### src/rtl/fp_pkg.sv
// Shared floating-point format constants and stage types for the fp_mul blocks.
package fp_pkg;

  localparam int unsigned FP_W   = 24;
  localparam int unsigned EXP_W  = 8;
  localparam int unsigned MANT_W = 15;
  localparam int unsigned PROD_W = 17;
  localparam int unsigned SUM_W  = 9;
  localparam int unsigned E_W    = 10;

  localparam int EXP_BIAS = 127;
  localparam int EXP_MAX  = 255;

  // S1 -> S2 payload: rounded mantissa plus a two's-complement exponent
  typedef struct packed {
    logic              sign;
    logic              zero;
    logic [E_W-1:0]    exp;
    logic [MANT_W-1:0] mant;
  } s1_t;

endpackage

### src/rtl/fp_mul_1.sv
// Back end of the 24-bit FP multiplier: normalize/round (S1), then exponent
// range check and pack (S2), with a valid/ready handshake on both sides.
module fp_mul_1
  import fp_pkg::*;
(
  input  logic              clk,
  input  logic              rst,
  input  logic              in_valid,
  output logic              in_ready,
  input  logic [PROD_W-1:0] product_i,
  input  logic              zero_flag_i,
  input  logic              sign_xor_i,
  input  logic [SUM_W-1:0]  sum_exp_i,
  output logic              out_valid,
  input  logic              out_ready,
  output logic [FP_W-1:0]   result_o,
  output logic              ovf_o,
  output logic              uf_o
);

  localparam logic signed [E_W-1:0] EXP_MAX_E  = E_W'(EXP_MAX);
  localparam logic signed [E_W-1:0] EXP_ZERO_E = '0;

  logic s1_valid;
  logic s2_valid;
  logic s1_adv;
  s1_t  s1_q;
  s1_t  s1_d;

  logic [MANT_W-1:0] mant_n;
  logic              guard;
  logic              norm;
  logic [MANT_W:0]   rnd;

  logic [FP_W-1:0]   res_d;
  logic              ovf_d;
  logic              uf_d;

  assign s1_adv    = !s2_valid || out_ready;
  assign in_ready  = !s1_valid || s1_adv;
  assign out_valid = s2_valid;

  // S1: normalize on the product MSB, then round half-up on the guard bit
  always_comb begin
    if (product_i[PROD_W-1]) begin
      mant_n = product_i[PROD_W-2:1];
      guard  = product_i[0];
      norm   = 1'b1;
    end else begin
      mant_n = product_i[MANT_W-1:0];
      guard  = 1'b0;
      norm   = 1'b0;
    end
    rnd = {1'b0, mant_n} + {{MANT_W{1'b0}}, guard};

    s1_d.sign = sign_xor_i;
    s1_d.zero = zero_flag_i;
    s1_d.mant = rnd[MANT_W-1:0];
    s1_d.exp  = E_W'(sum_exp_i) - E_W'(EXP_BIAS) + E_W'(norm) + E_W'(rnd[MANT_W]);
  end

  // S2: zero beats underflow beats overflow; sign always survives
  always_comb begin
    res_d = {s1_q.sign, {(EXP_W + MANT_W){1'b0}}};
    ovf_d = 1'b0;
    uf_d  = 1'b0;
    if (s1_q.zero) begin
      res_d = {s1_q.sign, {(EXP_W + MANT_W){1'b0}}};
    end else if ($signed(s1_q.exp) <= EXP_ZERO_E) begin
      uf_d = 1'b1;
    end else if ($signed(s1_q.exp) >= EXP_MAX_E) begin
      res_d = {s1_q.sign, {EXP_W{1'b1}}, {MANT_W{1'b0}}};
      ovf_d = 1'b1;
    end else begin
      res_d = {s1_q.sign, s1_q.exp[EXP_W-1:0], s1_q.mant};
    end
  end

  always_ff @(posedge clk) begin
    if (rst) begin
      s1_valid <= 1'b0;
      s2_valid <= 1'b0;
      s1_q     <= '0;
      result_o <= '0;
      ovf_o    <= 1'b0;
      uf_o     <= 1'b0;
    end else begin
      if (in_ready) begin
        s1_valid <= in_valid;
        if (in_valid) s1_q <= s1_d;
      end
      // Output registers clear when S2 empties so flags never linger
      if (s1_adv) begin
        s2_valid <= s1_valid;
        if (s1_valid) begin
          result_o <= res_d;
          ovf_o    <= ovf_d;
          uf_o     <= uf_d;
        end else begin
          result_o <= '0;
          ovf_o    <= 1'b0;
          uf_o     <= 1'b0;
        end
      end
    end
  end

endmodule
### config.mk
export PLATFORM = sky130hd
export DESIGN_NAME = fp_mul_1
export DESIGN_NICKNAME = d
export VERILOG_FILES = /design/src/rtl/fp_pkg.sv /design/src/rtl/fp_mul_1.sv
export SDC_FILE = /design/constraint.sdc
export NUM_CORES = 1
export LEC_CHECK = 0
export ABC_AREA = 1
export CAP_MARGIN = 15
export CORE_MARGIN = 4
export CORE_UTILIZATION = 54
export CTS_BUF_LIST = sky130_fd_sc_hd__clkbuf_4 sky130_fd_sc_hd__clkbuf_8
export DETAILED_ROUTE_END_ITERATION = 10
export PLACE_DENSITY = 0.9
export REMOVE_ABC_BUFFERS = 1
export SETUP_SLACK_MARGIN = 0.3
export SYNTH_ARGS = -nofsm -noshare
export SYNTH_HDL_FRONTEND = slang
export SYNTH_SLANG_ARGS = --single-unit
### constraint.sdc
create_clock -name clk -period 3.4 [get_ports clk]
set_clock_uncertainty 0.2 [all_clocks]
set_input_delay 0.34 -clock clk [delete_from_list [all_inputs] [get_ports clk]]
set_output_delay 0.34 -clock clk [all_outputs]
set_load 0.005 [all_outputs]
==> results.sh, run 1 <==
export IMPL_hpwl_um=5573
export IMPL_required_ns=3.40
export IMPL_routabilityCongestion=0.8368
export IMPL_slew_violations=0
export IMPL_slew_headroom_pct=49.03
export IMPL_drt_iter0_markers=227
export IMPL_grtUsageTotal_pct=21.92
export IMPL_syn_instance_count=455
export IMPL_stdcell_count=613
export IMPL_ant_nets=0
export IMPL_arrival_ns=3.01
export IMPL_drv_cap=0
export IMPL_synth_area_leaders="dfxtp_1 (36%), nand2_1 (16%), nor2_1 (6.4%), inv_1 (5.6%), a21oi_1 (4.7%)"
export IMPL_core_area_um2=5540
export IMPL_fin_ws_ns=0.3906
export IMPL_postLayoutCellArea_um2=4101
export IMPL_worstMarginPinSlew_ns=0.7627
export IMPL_fin_crit_sh_pct=88.51
export IMPL_vias_per_cell=5.082
export IMPL_die_w_um=83.74
export IMPL_slowest_delay_ns=0.48
export IMPL_clock_sinks=55
export IMPL_synth_edf_count=0
export IMPL_synthArstFlopShare_pct=0
export IMPL_diodes=0
export IMPL_period_needed_ns=3.009
export IMPL_dieArea_um2=7012
export IMPL_cts_max_level=2
export IMPL_synth_seq_cells=55
export IMPL_die_h_um=83.74
export IMPL_insertion_delay_ns=0.31
export IMPL_vdd_drop_max_v=0.0002314
export IMPL_globalRouteOverflowTotal=0
export IMPL_grt_pass1_wl_um=12880
export IMPL_final_fill_count=412
export IMPL_vias=3115
export IMPL_p_per_area_nw_per_um2=341.0
export IMPL_ys_flop_type="dfxtp_1"
export IMPL_postCtsHoldBufs=0
export IMPL_dpl_worst_slack_ns=-0.1689
export IMPL_dr_pass1_iters=6
export IMPL_multiInputGateArea_um2=1733
export IMPL_whs_ns=0.2676
export IMPL_antenna_found_initial=0
export IMPL_drive_gt1_share_pct=16.08
export IMPL_hold_violations=0
export IMPL_start_util_pct=55.92
export IMPL_dpl_cell_area_um2=3919
export IMPL_grt_max_degree=41
export IMPL_wl_per_cell_um=12.49
export IMPL_grt_pass1_vias=2923
export IMPL_synth_top_area_share_pct=35.54
export IMPL_status="finished clean"
export IMPL_cp_start_kind="input port"
export IMPL_cp_end_kind="flop"
export IMPL_cp_slowest_cell="clkdlybuf4s50_1"
export IMPL_wl_um=7657
export IMPL_syn2layout_area_growth_pct=32.39
export IMPL_hold_path_class="flop to flop"
export IMPL_ys_seq_area_share_pct=35.54
export IMPL_ys_types=35
export IMPL_ff_latch_area_um2=1101
export IMPL_syn_area_um2=3098
export IMPL_synth_avg_cell_area_um2=6.809
export IMPL_clockBufferDepth=2
export IMPL_p_leak_nw=1.818
export IMPL_crit_chain="clkdlybuf4s50_1, nand2_1, nand2_2, ha_4, nand3_4, nor2_4, nand3_1, nand3b_1, ha_1, inv_1, ha_2, fa_2, buf_4, xor2_1, o21ai_1, a21oi_1"
export IMPL_setup_viol=0
export IMPL_fmax_mhz=332.3
export IMPL_cts_tree="yes"
export IMPL_rows=27
export IMPL_yosysTopAreaCell="dfxtp_1"
export IMPL_nets=580
export IMPL_drcViolationCount=0
export IMPL_cts_root_buf="clkbuf_8"
export IMPL_rsz0062_at_grt="yes"
export IMPL_crit_fanout=2
export IMPL_boundaryPins=60
export IMPL_clk_pin_slew_ns=0.08
export IMPL_dpl_cell_count=601
export IMPL_critPathKind="input port to flop"
export IMPL_cts_made_buffers=5
export IMPL_port_buffers=59
export IMPL_yosysWarnings=0
export IMPL_total_power_mw=1.398
power by group:
part	internal, mW	switching, mW	total [mW]
Combinational	0.142	0.170	0.313
Sequential	0.676	0.0192	0.696
Clock	0.194	0.196	0.390
Total	1.01	0.386	1.40
layout by cell type, fill, tap and decap left out, types with 3 or more instances in the layout:
cell and count:
xor2_1 5, clkdlybuf4s50_1 58, nor2_1 51, xnor2_1 4, a21oi_1 27, a21oi_2 3, ha_1 5, nor2_4 4
dfxtp_1 55, nand2_1 134, nand3_2 3, clkbuf_8 7, nand2_4 3, nand2_2 14, buf_4 36, nand4_1 9
nor2_2 4, o21a_1 15, o21ai_0 18, o21ai_1 4, inv_1 45, nand3_1 15
kinds of logic (layout without fill, tap and decap cells):
logic type | after synthesis | after routing | synth area share, %
buffers and inverters | 68 | 154 | 9.976
xor gates and xnor gates | 9 | 9 | 2.544
adders and majority gates | 8 | 8 | 3.473
and+or+nand+nor | 244 | 244 | 35.34
DFF | 55 | 55 | 35.54
AOI/OAI and AO/OA | 71 | 71 | 13.13
final timing paths:
path	from	endpoint	slack [ns]	depth (start not counted)
min	result_o[23]	result_o[23]	0.27	2
min reg2reg	result_o[23]	result_o[23]	0.27	2
max	product_i[1]	s1_q[17]	0.39	16
max reg2reg	out_valid	s1_q[6]	1.11	10
synthesized netlist by cell type, types with 2 or more instances:
library cell	number
nand2_2	13
buf_6	3
nor2_4	4
nand4_1	9
nand3_2	3
buf_2	10
ha_1	7
o21bai_1	2
dfxtp_1	55
o21ai_0	21
xnor2_1	4
nand3_1	16
nor3_1	2
nand2_1	135
nor2_2	2
clkbuf_1	5
xor2_1	5
inv_1	46
o21a_1	15
nor2_1	53
nand2_4	3
a21oi_1	29
registers in the layout, summed over array words and instances, names as in the netlist:
| signal | count |
|---|---|
| out_valid | 1 |
| ovf_o | 1 |
| result_o | 24 |
| s1_q | 27 |
| s1_valid | 1 |
| uf_o | 1 |
per-stage QoR:
step	util [%]	setup TNS, ns
floorplan	-	0
global placement	70.73	-0.05535
detailed placement	70.73	-0.5519
CTS	72.90	0
global route	74.03	0
finish	74.03	0
per-layer routing:
metal / part of all wire, % / GRT usage (%) / vias to the layer above / wire (um)
li1: - / - / 1604 / -
met1: 43 / 26.53 / 1398 / 3271
met2: 50 / 39.62 / 101 / 3829
met3: 5.3 / 3.455 / 12 / 407
met4: 2.0 / 6.579 / 0 / 150
met5: 0 / 0 / - / 0
repair_timing:
item,CTS,global route
setup buffers,0,3
pin swaps,0,4
resized for setup,5,13
cloned,1,0
hold endpoints to repair,0,0
endpoints found under the setup margin,6,6
layout make-up:
cell class              count  share of cell area (%)
repair buffers             97                   21.51
flip-flops and latches     55                   26.85
well taps                  72                   2.196
multi-input cells         332                   42.25
inverters                  49                   4.667
clock buffers               8                   2.532
critical path, delay by kind of cell:
family / cells / cell delay [ns]
adders and majority gates: 4 / 1.03
buffers and inverters: 3 / 0.69
and+or+nand+nor: 6 / 0.58
AOI/OAI and AO/OA: 2 / 0.21
xor gates and xnor gates: 1 / 0.16
No activity file was read; power rests on OpenSTA's default activity.
==> inputs of run 2 (changes only) <==
--- a/config.mk
+++ b/config.mk
@@ -7,11 +7,12 @@
 export LEC_CHECK = 0
 export ABC_AREA = 1
 export CAP_MARGIN = 15
+export CORE_ASPECT_RATIO = 0.6
 export CORE_MARGIN = 4
 export CORE_UTILIZATION = 54
 export CTS_BUF_LIST = sky130_fd_sc_hd__clkbuf_4 sky130_fd_sc_hd__clkbuf_8
 export DETAILED_ROUTE_END_ITERATION = 10
-export PLACE_DENSITY = 0.9
+export PLACE_DENSITY = 0.82
 export REMOVE_ABC_BUFFERS = 1
 export SETUP_SLACK_MARGIN = 0.3
 export SYNTH_ARGS = -nofsm -noshare
==> run 2 against run 1 <==
Effect of this change:
- via count is 2.0% higher
- critical path depth is 2 higher
- count of clock-buffer cells in the layout is 3 lower
- register-to-register slack better by 0.21 ns
- die area is 0.57% higher
- largest cell class unchanged
- largest power group unchanged
==> results.sh, run 2 (synthesis results as in run 1) <==
export IMPL_die_h_um=66.67
export IMPL_core_area_um2=5570
export IMPL_start_util_pct=55.62
export IMPL_top_register="s1_q"
export IMPL_clock_sinks=55
export IMPL_r2r_start="out_valid"
export IMPL_wl_per_cell_um=12.83
export IMPL_vias=3178
export IMPL_slew_violations=0
export IMPL_dr_pass1_iters=5
export IMPL_vdd_drop_max_v=0.0002412
export IMPL_final_common_cell="nand2_1"
export IMPL_rows=21
export IMPL_slowest_delay_ns=0.49
export IMPL_boundaryPins=60
export IMPL_rrSetupSlack_ns=1.32
export IMPL_clk_pin_slew_ns=0.11
export IMPL_r2r_end="s1_q[6]"
export IMPL_cts_tree="yes"
export IMPL_grt_pass1_wl_um=12630
export IMPL_required_ns=3.43
export IMPL_cp_start_kind="input port"
export IMPL_worstMarginPinSlew_ns=0.8589
export IMPL_syn2layout_area_growth_pct=33.76
export IMPL_diodes=0
export IMPL_cts_max_level=2
export IMPL_largestRegisters="s1_q: 27 flops, result_o: 24 flops"
export IMPL_dpl_cell_count=605
export IMPL_largest_reg_flops=27
export IMPL_grtUsageTotal_pct=22.19
export IMPL_insertion_delay_ns=0.32
export IMPL_hold_path_class="flop to flop"
export IMPL_dpl_worst_slack_ns=-0.1798
export IMPL_slew_headroom_pct=42.60
export IMPL_drv_cap=0
export IMPL_vias_per_cell=5.118
export IMPL_cp_slowest_cell="clkdlybuf4s50_1"
export IMPL_p_leak_nw=1.826
export IMPL_fin_crit_sh_pct=86.65
export IMPL_cts_root_buf="clkbuf_8"
export IMPL_top_usage_layer="met2"
export IMPL_drcViolationCount=0
export IMPL_cp_end_kind="flop"
export IMPL_port_buffers=59
export IMPL_critPathKind="input port to flop"
export IMPL_routabilityCongestion=0.9031
export IMPL_critical_path_endpoint="s1_q[21]"
export IMPL_antenna_found_initial=0
export IMPL_use_met1_pct=30.14
export IMPL_period_needed_ns=2.946
export IMPL_stdcell_count=621
export IMPL_grt_max_degree=41
export IMPL_crit_fanout=4
export IMPL_postCtsHoldBufs=0
export IMPL_setup_viol=0
export IMPL_crit_chain="clkdlybuf4s50_1, nand2_1, nand2_1, ha_4, nand3_4, nor2_4, nand3_2, nand3b_1, ha_1, inv_2, ha_4, fa_2, nand3_2, nor2_2, a21oi_2, a21oi_1, o21ai_1, inv_1"
export IMPL_die_w_um=105.8
export IMPL_drive_gt1_share_pct=16.82
export IMPL_rr_worst_depth=8
export IMPL_fin_ws_ns=0.4540
export IMPL_ant_nets=0
export IMPL_final_cell_mix="nand2_1 (133), clkdlybuf4s50_1 (58), dfxtp_1 (55), nor2_1 (50), inv_1 (45)"
export IMPL_dieArea_um2=7053
export IMPL_use_met2_pct=36.59
export IMPL_cp_startpoint="product_i[0]"
export IMPL_globalRouteOverflowTotal=0
export IMPL_cts_made_buffers=5
export IMPL_hpwl_um=5654
export IMPL_rsz0062_at_grt="no"
export IMPL_clockBufferDepth=2
export IMPL_fmax_mhz=339.4
export IMPL_use_met3_pct=4.550
export IMPL_fin_setup_tns_ns=0
export IMPL_nets=580
export IMPL_hold_violations=0
export IMPL_whs_ns=0.2697
export IMPL_p_per_area_nw_per_um2=335.2
export IMPL_drt_iter0_markers=156
export IMPL_arrival_ns=2.97
export IMPL_wl_um=7968
export IMPL_grt_pass1_vias=2881
export IMPL_status="finished clean"
## run 2: final cells by class
class                      count  area (um^2)
clock buffer                   5        68.82
fill                         432         1426
sequential                    55         1101
clock inverter                 3        25.02
tap                           80        100.1
timing repair buffer          97        895.9
inverter                      49        191.4
multi-input combinational    332         1762
## run 2: per-layer routing
metal / share of wire [%] / routed length [um] / vias up
met5: 0 / 0 / -
met4: 0.88 / 70 / 0
met3: 5.9 / 473 / 9
met2: 45 / 3575 / 93
met1: 48 / 3849 / 1478
li1: - / - / 1598
## run 2: worst min path at each step
stage,start,to,slack (ns),cells after the start
2_1_floorplan,rst,out_valid,0.21,1
3_3_place_gp,result_o[19],result_o[19],0.26,2
3_5_place_dp,result_o[15],result_o[15],0.26,2
4_1_cts,result_o[15],result_o[15],0.27,2
5_1_grt,result_o[15],result_o[15],0.29,2
6_report,result_o[15],result_o[15],0.27,2
## run 2: critical path: cells and delay by family
family	cells	cell delay, ns
simple gates	8	0.77
compound gates	3	0.30
fa+ha+maj	4	0.98
buf+inv	3	0.57
## run 2: what timing repair did
item                                   in CTS  in global routing
pin swaps                                  11                  7
gates resized for setup                    16                  8
setup buffers                               6                  2
setup endpoints to repair                   6                  7
endpoints found under the hold margin       0                  0
## run 2: where the power goes
part	switching (mW)	internal (mW)
registers	0.0194	0.677
logic	0.170	0.141
clock network	0.234	0.148
## run 2: metrics by stage
step	utilization (%)	area, um^2	total power, mW
finish	74.39	4144	1.389
global route	74.39	4144	1.448
global placement	70.22	3911	0.9922
CTS	73.58	4099	1.383
detailed placement	70.22	3911	1.001
floorplan	-	2980	0.8638
==> inputs of run 3 (changes only) <==
--- a/config.mk
+++ b/config.mk
@@ -12,6 +12,7 @@
 export CORE_UTILIZATION = 54
 export CTS_BUF_LIST = sky130_fd_sc_hd__clkbuf_4 sky130_fd_sc_hd__clkbuf_8
 export DETAILED_ROUTE_END_ITERATION = 10
+export HOLD_SLACK_MARGIN = 0.12
 export PLACE_DENSITY = 0.82
 export REMOVE_ABC_BUFFERS = 1
 export SETUP_SLACK_MARGIN = 0.3
==> results of run 3 <==
Final layout, timing and power as in run 2 (identical DEF).
